File: config.mk
export PLATFORM = sky130hd
export DESIGN_NAME = pool_arbiter
export DESIGN_NICKNAME = d
export VERILOG_FILES = /design/src/rtl/pool_pkg.sv /design/src/rtl/pool_arbiter_rr_pick.sv /design/src/rtl/pool_arbiter.sv
export SDC_FILE = /design/constraint.sdc
export NUM_CORES = 1
export LEC_CHECK = 0
export CORE_UTILIZATION = 40
export DETAILED_ROUTE_END_ITERATION = 7
export MAX_ROUTING_LAYER = met4
export PLACE_DENSITY = 0.85
export SLEW_MARGIN = 20
export SYNTH_ARGS = -nofsm -noshare
export SYNTH_HDL_FRONTEND = slang
export SYNTH_SLANG_ARGS = --single-unit
File: constraint.sdc
create_clock -name clk -period 2.6 [get_ports clk]
set_input_delay 0.78 -clock clk [delete_from_list [all_inputs] [get_ports clk]]
set_output_delay 0.78 -clock clk [all_outputs]
set_load 0.02 [all_outputs]
File: src/rtl/pool_pkg.sv
// pool_pkg: types shared by the pool and its arbiter.
//   pool_ops  : opcode presented to the pool (R1 read, W1 write, FIND lookup)
//   pool_sts  : pool internal sequencer states (MEM0 is the restart state)
//   arb_state : pool_arbiter transaction states
//   idx_width : width of an index into n requesters (at least one bit)
package pool_pkg;

    typedef enum logic [1:0] {
        OpR1   = 2'd0,
        OpW1   = 2'd1,
        OpFind = 2'd2
    } pool_ops;

    typedef enum logic [2:0] {
        StsMem0,
        StsMem1,
        StsScan,
        StsCmp,
        StsDone
    } pool_sts;

    typedef enum logic [2:0] {
        StIdle,
        StAcc,
        StFrun,
        StDone,
        StAbrt
    } arb_state;

    function automatic int unsigned idx_width(input int unsigned n);
        return (n > 1) ? $clog2(n) : 1;
    endfunction

endpackage

File: src/rtl/pool_arbiter_rr_pick.sv
// rr_pick: combinational round-robin picker.
//   req        : per-requester request bits
//   last_grant : index of the most recently served requester
//   pick       : one-hot winner, searching from last_grant+1 upward (mod NREQ)
//   pick_idx   : binary index of the winner
//   any        : at least one request is pending
module rr_pick
    import pool_pkg::*;
#(
    parameter int unsigned NREQ = 3,
    parameter int unsigned IW   = idx_width(NREQ)
) (
    input  logic [NREQ-1:0] req,
    input  logic [IW-1:0]   last_grant,
    output logic [NREQ-1:0] pick,
    output logic [IW-1:0]   pick_idx,
    output logic            any
);

    logic [IW-1:0] cand;

    always_comb begin
        pick     = '0;
        pick_idx = '0;
        any      = 1'b0;
        cand     = '0;
        // off = NREQ wraps back to last_grant itself, so a lone requester is
        // still served after its own turn.
        for (int unsigned off = 1; off <= NREQ; off++) begin
            cand = IW'((32'(last_grant) + off) % NREQ);
            if (!any && req[cand]) begin
                any        = 1'b1;
                pick_idx   = cand;
                pick[cand] = 1'b1;
            end
        end
    end

endmodule

File: src/rtl/pool_arbiter.sv
// pool_arbiter: shares one pool port among NREQ requesters
// (0: outer interpreter, 1: inner fetch, 2: TIB loader).
//   clk, rst_n                : clock, asynchronous active-low reset
//   req/req_op/req_ai/req_vi  : per-requester request, opcode, address, write data
//   gnt                       : one-hot grant, held from ACC through DONE
//   done                      : one-cycle completion pulse
//   err/rdata/fhit/fpfa       : results, valid with done and held until the next done
//   busy                      : a transaction is in progress
//   pool_op/pool_ai/pool_vi   : command to the pool
//   pool_rst                  : synchronous reset to the pool (reset tail, FIND abort)
//   pool_vo/pool_bsy/pool_hit/pool_ao0 : pool read data and FIND status/result
module pool_arbiter
    import pool_pkg::*;
#(
    parameter int unsigned DSZ  = 8,
    parameter int unsigned ASZ  = 17,
    parameter int unsigned NREQ = 3,
    parameter int unsigned TMO  = 4096
) (
    input  logic                      clk,
    input  logic                      rst_n,
    input  logic [NREQ-1:0]           req,
    input  logic [NREQ-1:0][1:0]      req_op,
    input  logic [NREQ-1:0][ASZ-1:0]  req_ai,
    input  logic [NREQ-1:0][DSZ-1:0]  req_vi,
    output logic [NREQ-1:0]           gnt,
    output logic                      done,
    output logic                      err,
    output logic [DSZ-1:0]            rdata,
    output logic                      fhit,
    output logic [ASZ-1:0]            fpfa,
    output logic                      busy,
    output logic [1:0]                pool_op,
    output logic [ASZ-1:0]            pool_ai,
    output logic [DSZ-1:0]            pool_vi,
    output logic                      pool_rst,
    input  logic [DSZ-1:0]            pool_vo,
    input  logic                      pool_bsy,
    input  logic                      pool_hit,
    input  logic [ASZ-1:0]            pool_ao0
);

    localparam int unsigned   IW       = idx_width(NREQ);
    localparam int unsigned   CW       = $clog2(TMO + 1);
    localparam logic [CW-1:0] CntLast  = CW'(TMO - 1);
    localparam logic [IW-1:0] LastInit = IW'(NREQ - 1);

    arb_state        state_q, state_d;
    logic [IW-1:0]   last_grant_q, last_grant_d;
    logic [IW-1:0]   cur_q, cur_d;
    logic [NREQ-1:0] gnt_q, gnt_d;
    pool_ops         op_q, op_d;
    logic [ASZ-1:0]  ai_q, ai_d;
    logic [DSZ-1:0]  vi_q, vi_d;
    logic [CW-1:0]   cnt_q, cnt_d;
    logic            seen_q, seen_d;
    logic            err_q, err_d;
    logic            fhit_q, fhit_d;
    logic [ASZ-1:0]  fpfa_q, fpfa_d;
    logic [DSZ-1:0]  rdata_q, rdata_d;
    logic            prst_q;

    logic [NREQ-1:0] pick;
    logic [IW-1:0]   pick_idx;
    logic            pick_any;

    rr_pick #(
        .NREQ (NREQ),
        .IW   (IW)
    ) u_rr_pick (
        .req        (req),
        .last_grant (last_grant_q),
        .pick       (pick),
        .pick_idx   (pick_idx),
        .any        (pick_any)
    );

    always_comb begin
        state_d      = state_q;
        last_grant_d = last_grant_q;
        cur_d        = cur_q;
        gnt_d        = gnt_q;
        op_d         = op_q;
        ai_d         = ai_q;
        vi_d         = vi_q;
        cnt_d        = cnt_q;
        seen_d       = seen_q;
        err_d        = err_q;
        fhit_d       = fhit_q;
        fpfa_d       = fpfa_q;
        rdata_d      = rdata_q;

        unique case (state_q)
            StIdle: begin
                if (pick_any) begin
                    state_d = StAcc;
                    cur_d   = pick_idx;
                    gnt_d   = pick;
                    // The unused opcode encoding is served as a harmless read.
                    op_d    = (req_op[pick_idx] == 2'd3) ? OpR1 : pool_ops'(req_op[pick_idx]);
                    ai_d    = req_ai[pick_idx];
                    vi_d    = req_vi[pick_idx];
                    cnt_d   = '0;
                    seen_d  = 1'b0;
                end
            end
            StAcc: begin
                // Watchdog counts from the ACC cycle, so ABRT lands TMO cycles after ACC.
                cnt_d = cnt_q + 1'b1;
                if (op_q == OpFind) begin
                    state_d = StFrun;
                end else begin
                    state_d = StDone;
                    err_d   = 1'b0;
                end
            end
            StFrun: begin
                if (pool_bsy) begin
                    seen_d = 1'b1;
                end
                // Only a busy->idle edge of the pool ends the search; a low bsy
                // before the pool has picked up the FIND is ignored.
                if (seen_q && !pool_bsy) begin
                    state_d = StDone;
                    err_d   = 1'b0;
                    fhit_d  = pool_hit;
                    fpfa_d  = pool_ao0;
                end else if (cnt_q >= CntLast) begin
                    state_d = StAbrt;
                end else begin
                    cnt_d = cnt_q + 1'b1;
                end
            end
            StAbrt: begin
                state_d = StDone;
                err_d   = 1'b1;
                fhit_d  = 1'b0;
                fpfa_d  = '0;
            end
            StDone: begin
                state_d      = StIdle;
                last_grant_d = cur_q;
                gnt_d        = '0;
                if (op_q == OpR1) begin
                    rdata_d = pool_vo;
                end
            end
            default: begin
                state_d = StIdle;
                gnt_d   = '0;
            end
        endcase
    end

    always_ff @(posedge clk or negedge rst_n) begin
        if (!rst_n) begin
            state_q      <= StIdle;
            last_grant_q <= LastInit;
            cur_q        <= '0;
            gnt_q        <= '0;
            op_q         <= OpR1;
            ai_q         <= '0;
            vi_q         <= '0;
            cnt_q        <= '0;
            seen_q       <= 1'b0;
            err_q        <= 1'b0;
            fhit_q       <= 1'b0;
            fpfa_q       <= '0;
            rdata_q      <= '0;
            prst_q       <= 1'b1;
        end else begin
            state_q      <= state_d;
            last_grant_q <= last_grant_d;
            cur_q        <= cur_d;
            gnt_q        <= gnt_d;
            op_q         <= op_d;
            ai_q         <= ai_d;
            vi_q         <= vi_d;
            cnt_q        <= cnt_d;
            seen_q       <= seen_d;
            err_q        <= err_d;
            fhit_q       <= fhit_d;
            fpfa_q       <= fpfa_d;
            rdata_q      <= rdata_d;
            // Stays high for the first cycle after release so a pool caught
            // mid-FIND restarts from MEM0.
            prst_q       <= 1'b0;
        end
    end

    assign gnt      = gnt_q;
    assign busy     = (state_q != StIdle);
    assign done     = (state_q == StDone);
    assign err      = err_q;
    assign fhit     = fhit_q;
    assign fpfa     = fpfa_q;
    // Read data arrives from the pool during DONE itself; it is registered on
    // the way out so it holds afterwards.
    assign rdata    = (done && op_q == OpR1) ? pool_vo : rdata_q;

    // FIND is presented for the ACC cycle only; otherwise the pool sees a
    // benign read of the latched address.
    assign pool_op  = (state_q == StAcc) ? op_q : OpR1;
    assign pool_ai  = ai_q;
    assign pool_vi  = vi_q;
    assign pool_rst = prst_q | (state_q == StAbrt);

endmodule

; ---- Word-level counts from Yosys, hierarchy flattened
; Cells that the tools add are included.
[totals]
elab_cells = 123
input_bits = 113
regBits = 79
[classes]
bitwise_logic = 4
eq_ne = 13
addsub = 4
reduce_logical = 26
div = 3
mux = 51
order_cmp = 8
[op_table]
columns = operator, n
row1 = 32-bit by 2-bit remainder unit with 32-bit output (second input constant), 3
row2 = 13-bit 2-to-1 mux, 3
row3 = 13-bit one-hot mux with 3 select lines, 1
row4 = 17-bit binary-select mux with 2-bit select, 1
row5 = 17-bit 2-to-1 mux, 2
row6 = 17-bit one-hot mux with 2 select lines, 1
row7 = 3-bit 2-to-1 mux, 7
row8 = 8-bit binary-select mux with 2-bit select, 1
row9 = 8-bit 2-to-1 mux, 2
row10 = 1-bit 2-to-1 mux, 15
row11 = 13-bit by 1-bit adder with 13-bit output (second input constant), 1
row12 = 13-bit by 12-bit greater-or-equal comparator with 1-bit output (second input constant), 1
row13 = 2-bit by 3-bit less-than comparator with 1-bit output (second input constant), 4
row14 = 2-bit 2-to-1 mux, 6
row15 = 2-bit inequality test (second input constant), 6
row16 = 3-bit one-hot mux with 4 select lines, 1
row17 = 2-bit AND reduction, 5
row18 = 3-bit nonzero test, 3
row19 = 1-bit logical AND, 7
row20 = 2-bit by 2-bit adder with 3-bit output (second input constant), 2
row21 = 1-bit binary-select mux with 2-bit select, 3
row22 = 1-bit demux with 2-bit select, 3
row23 = 3-bit by 2-bit == test with 1-bit output (second input constant), 2
row24 = 2-bit by 1-bit greater-or-equal comparator with 1-bit output (second input constant), 3
row25 = 19 further kinds, 26

; ---- Longest topological paths before layout
[depth]
depth_word = 15
depth_mapped = 11
ltp_nobuf = 8

; ---- Hierarchy
; A second synthesis with hierarchy kept.
[hier_totals]
hier_cells = 444
hier_area_um2 = 4199.0
[modules_own_cells]
columns = module, area_per_inst_um2, n_inst, seq_area_each_um2, cells_per_inst
row1 = pool_arbiter, 3901.2, 1, 1979.4, 403
row2 = rr_pick, 297.8, 1, 0.0, 41

; ---- Worst setup path after synthesis
; No wires, ideal clock.
[synth_path]
path_kind = register to output
start = reg state_q[0]
end = out rdata[0]
n_path_buf = 2
t_arrival_ns = 1.653
path_stages_with_launch = 6
slack_ns = 0.167
cell_sequence = dfrtp_1 clkbuf_1 nand3b_1 or3_1 clkbuf_1 mux2_2
[synth_via]
elab_chain_cells = 3
[synth_rtl]
columns = item, line_no
row1 = start: declaration, pool_arbiter.sv:48  ; arb_state state_q, state_d;
row2 = start signal: assignment, pool_arbiter.sv:157  ; state_q <= StIdle;
row3 = start signal: assignment, pool_arbiter.sv:172  ; state_q <= state_d;
row4 = 3-bit by 2-bit == test with 1-bit output, pool_arbiter.sv:193  ; assign done = (state_q == StDone);
row5 = 1-bit logical AND, pool_arbiter.sv:199  ; assign rdata = (done && op_q == OpR1) ? pool_vo : rdata_q;
row6 = 8-bit 2-to-1 mux, pool_arbiter.sv:199
row7 = end: declaration, pool_arbiter.sv:29  ; output logic [DSZ-1:0] rdata,
; No other way between the ends.

; ---- Worst setup path in the final report
[layout_path]
start = reg state_q[2]
end = out rdata[3]
; The elaborated chain is that of the path after synthesis.

==> results.sh <==
export IMPL_cp_end_kind="primary output"
export IMPL_power_switching_fraction_pct=42.1
export IMPL_synth_top_family_by_area="compound AO/OA/AOI/OAI gates"
export IMPL_crit_fanout=8
export IMPL_finalMaxSlewViolations=0
export IMPL_synth_distinct_cells=61
export IMPL_start_util_pct=41.6
export IMPL_setup_violations=8
export IMPL_required_ps=1820
export IMPL_period_minus_slack_ps=2640
export IMPL_p_sw_mw=3.29
export IMPL_pwr_share_clk_pct=12.3
export IMPL_rows=37
export IMPL_antenna_found_initial=0
export IMPL_ys_seq_elements=79
export IMPL_grt_ovfl_total=0
export IMPL_utilization_pct=63.5
export IMPL_core_area_sq_um=10400
export IMPL_fin_setup_tns_ps=-264
export IMPL_combPwrFrac_pct=62.0
export IMPL_synth_top_flop_cell="dfrtp_1"
export IMPL_powerDensity_nw_per_um2=1180
export IMPL_vdd_drop_max_v=0.000739
export IMPL_synth_seq_area_share_pct=45.7
export IMPL_grt_pass1_wl_microns=19800
export IMPL_yosys_warnings=0
export IMPL_first_pass_iters=7
export IMPL_synth_compound_area_share_pct=23.3
export IMPL_critPathLaunch="state_q[2]$_DFFE_PN0P_"
export IMPL_boundaryPins=173
export IMPL_vias=4057
export IMPL_die_y_microns=106
export IMPL_worst_slew_pin_slew_ps=579
export IMPL_drive_gt1_share_pct=16.4
export IMPL_synth_area_sq_um=4330
export IMPL_die_w_microns=106
export IMPL_num_antenna_cells=0
export IMPL_dieArea_sq_um=11300
export IMPL_grt_usage_pct=22.7
export IMPL_viasPerCell=5.26
export IMPL_power_mw=7.81
export IMPL_multiInputGateArea_sq_um=2190
export IMPL_numCtsBuffers=9
export IMPL_grt_pass1_vias=4187
export IMPL_arrival_ps=1860
export IMPL_area_delta_synth_final_pct=52.7
export IMPL_power_frac_seq_pct=25.7
export IMPL_root_buffer="clkbuf_8"
export IMPL_status="complete, but fails checks"
export IMPL_synthMuxAreaShare_pct=9.73
export IMPL_fin_crit_sh_pct=101
export IMPL_reg2reg_from="last_grant_q[0]$_DFFE_PN0P_"
export IMPL_place_hpwl_microns=9460
export IMPL_reg2reg_depth=9
export IMPL_p_int_mw=4.52
export IMPL_synth_adder_area_share_pct=1.44
export IMPL_fill_cells=839
export IMPL_wl_per_cell_microns=16.2
export IMPL_wl_microns=12500
export IMPL_synth_simple_area_share_pct=12.7
export IMPL_ys_async_sr_fraction_pct=100
export IMPL_syn_inst=439
export IMPL_max_slew_margin_rel_pct=61.4
export IMPL_start_kind="flip-flop"
export IMPL_final_hold_viol_count=0
export IMPL_cts_tree="done"
export IMPL_portBuffers=172
export IMPL_skew_ps=11.3
export IMPL_insertion_delay_ps=350
export IMPL_ant_nets=0
export IMPL_hold_buffers=0
export IMPL_worst_slack_ps=-37.3
export IMPL_clk_pin_slew_ps=90
export IMPL_drc=0
export IMPL_maxClockFrequency_mhz=379
export IMPL_grt_max_degree=53
export IMPL_final_area_sq_um=6620
export IMPL_clock_sinks=79
export IMPL_power_leakage_nw=2.99
export IMPL_syn_area_per_cell_sq_um=9.87
export IMPL_maxCapViolCount=0
export IMPL_seq_area_sq_um=1980
export IMPL_critPathKind="reg2out"
export IMPL_dpl_cell_area_sq_um=6390
export IMPL_yosys_area_share_xor_xnor_pct=2.22
export IMPL_initialDrtViolationCount=224
export IMPL_nets=748
export IMPL_rsz0062_at_grt="true"
export IMPL_syn_num_nets=557
export IMPL_clock_path_buffers=2
export IMPL_hold_class="in2async"
export IMPL_synth_enable_flop_cells=0
export IMPL_failed_checks="negative setup slack"
export IMPL_gp_congestion=0.874
export IMPL_h_tree_depth=3
## worst max-delay path, cell delays in order, from the launching register on
cell and delay (ps):
dfrtp_1 380, nand3b_1 200, or3_4 440, mux2_2 320, buf_2 160
## layer usage
layer,global-route usage [%],up-vias,routed length (microns)
li1,-,1946,-
met1,27.2,1952,5290
met2,38.7,137,6330
met3,3.68,22,548
met4,8.53,0,282
met5,-,-,0
## through the flow
stage / worst slack (ps) / hold WS, ps / std cells
floorplan: 167 / 442 / 439
global placement: -188 / 458 / 751
detailed placement: -319 / 465 / 751
CTS: -82.1 / 428 / 769
global route: -93.4 / 448 / 771
finish: -37.3 / 412 / 771
## cells by family after synthesis
group                      Yosys count
AOI/OAI and AO/OA                  148
xor gates and xnor gates            11
adders and majority gates            5
buffers and inverters               39
DFF                                 79
muxes                               40
other                                1
and+or+nand+nor                    116
## flip-flops by register name, indices dropped and copies added (netlist names)
| register | flops |
|---|---|
| last_grant_q | 2 |
| pool_ai | 17 |
| op_q | 2 |
| pool_vi | 8 |
| rdata_q | 8 |
| cur_q | 2 |
| prst_q | 1 |
| gnt | 3 |
| seen_q | 1 |
| err | 1 |
| fhit | 1 |
| fpfa | 17 |
| cnt_q | 13 |
| state_q | 3 |
## cell usage after synthesis (2+ instances only)
master     instances  share of area (%)
xnor2_1           11                2.2
nor2_1            21                1.8
a21o_1            29                5.0
ha_1               5                1.4
a21oi_1           28                3.2
o211ai_1           2               0.35
clkbuf_1          14                1.2
mux2i_1           28                6.5
buf_2             10                1.2
nand2_1           59                5.1
a31oi_1            2               0.29
mux2_2            10                2.6
and3_1             5               0.72
o21a_1             2               0.35
nand2b_1           4               0.58
or3_1              5               0.72
dfstp_2            2                1.2
inv_1              6               0.52
a31o_2             2               0.40
nand3_1            6               0.69
and2_1             4               0.58
buf_6              7                1.8
nand3b_1           4               0.69
o31ai_1            3               0.52
o21ai_0           50                5.8
o2bb2ai_1          2               0.40
a211oi_2           8                2.3
dfrtp_1           77                 44
## path summary, 6_finish.rpt
| check | to | slack (ps) |
|---|---|---|
| worst min-delay path | fpfa[4]$_DFFE_PN0P_ | 410 |
| worst max-delay path | rdata[3] | -40 |
| worst min register to register | pool_vi[7]$_DFFE_PN0P_ | 480 |
| max in group asynchronous | last_grant_q[1]$_DFFE_PN1P_ | 1520 |
| min in group clk | pool_vi[7]$_DFFE_PN0P_ | 480 |
| worst max register to register | gnt[0]$_DFFE_PN0P_ | 160 |
## cell type report
type                            instances  share of cell area, %
Clock buffer                            9                   1.87
Clock inverter                          7                   1.21
Inverter                                7                  0.397
Multi-Input combinational cell        321                   33.0
Sequential cell                        79                   29.9
Tap cell                              136                   2.57
Timing Repair Buffer                  212                   31.0
## power groups by stage
stage	Sequential [mW]	Clock (mW)	Combinational, mW
CTS	2.01	0.974	4.79
detailed placement	2.03	0	4.79
finish	2.01	0.957	4.84
floorplan	2.42	0	2.44
global placement	2.00	0	4.65
global route	2.07	1.02	5.18
## cell usage in the layout (no fill, tap or decap), types with 3 or more instances in the layout
cell / count
buf_2: 6
mux2_2: 7
ha_1: 3
xnor2_1: 11
inv_1: 6
buf_12: 5
a211oi_2: 8
dfrtp_1: 77
a21o_1: 29
inv_6: 3
clkdlybuf4s50_1: 158
mux2i_1: 28
nand2_1: 59
buf_6: 3
and3_1: 5
buf_4: 36
clkbuf_8: 9
nand3b_1: 4
dlygate4sd2_1: 4
and2_1: 4
a21oi_1: 28
nand2b_1: 4
o21ai_0: 49
nor2_1: 20
o31ai_1: 3
mux2_4: 4
nand3_1: 6
or3_1: 4
## repair_timing
action,in CTS,in global routing
hold endpoints to repair,0,0
pin swaps,1,1
setup buffers,2,2
gates resized for setup,46,7
endpoints found under the setup margin,12,39
Power figures use the tool's default switching activity.
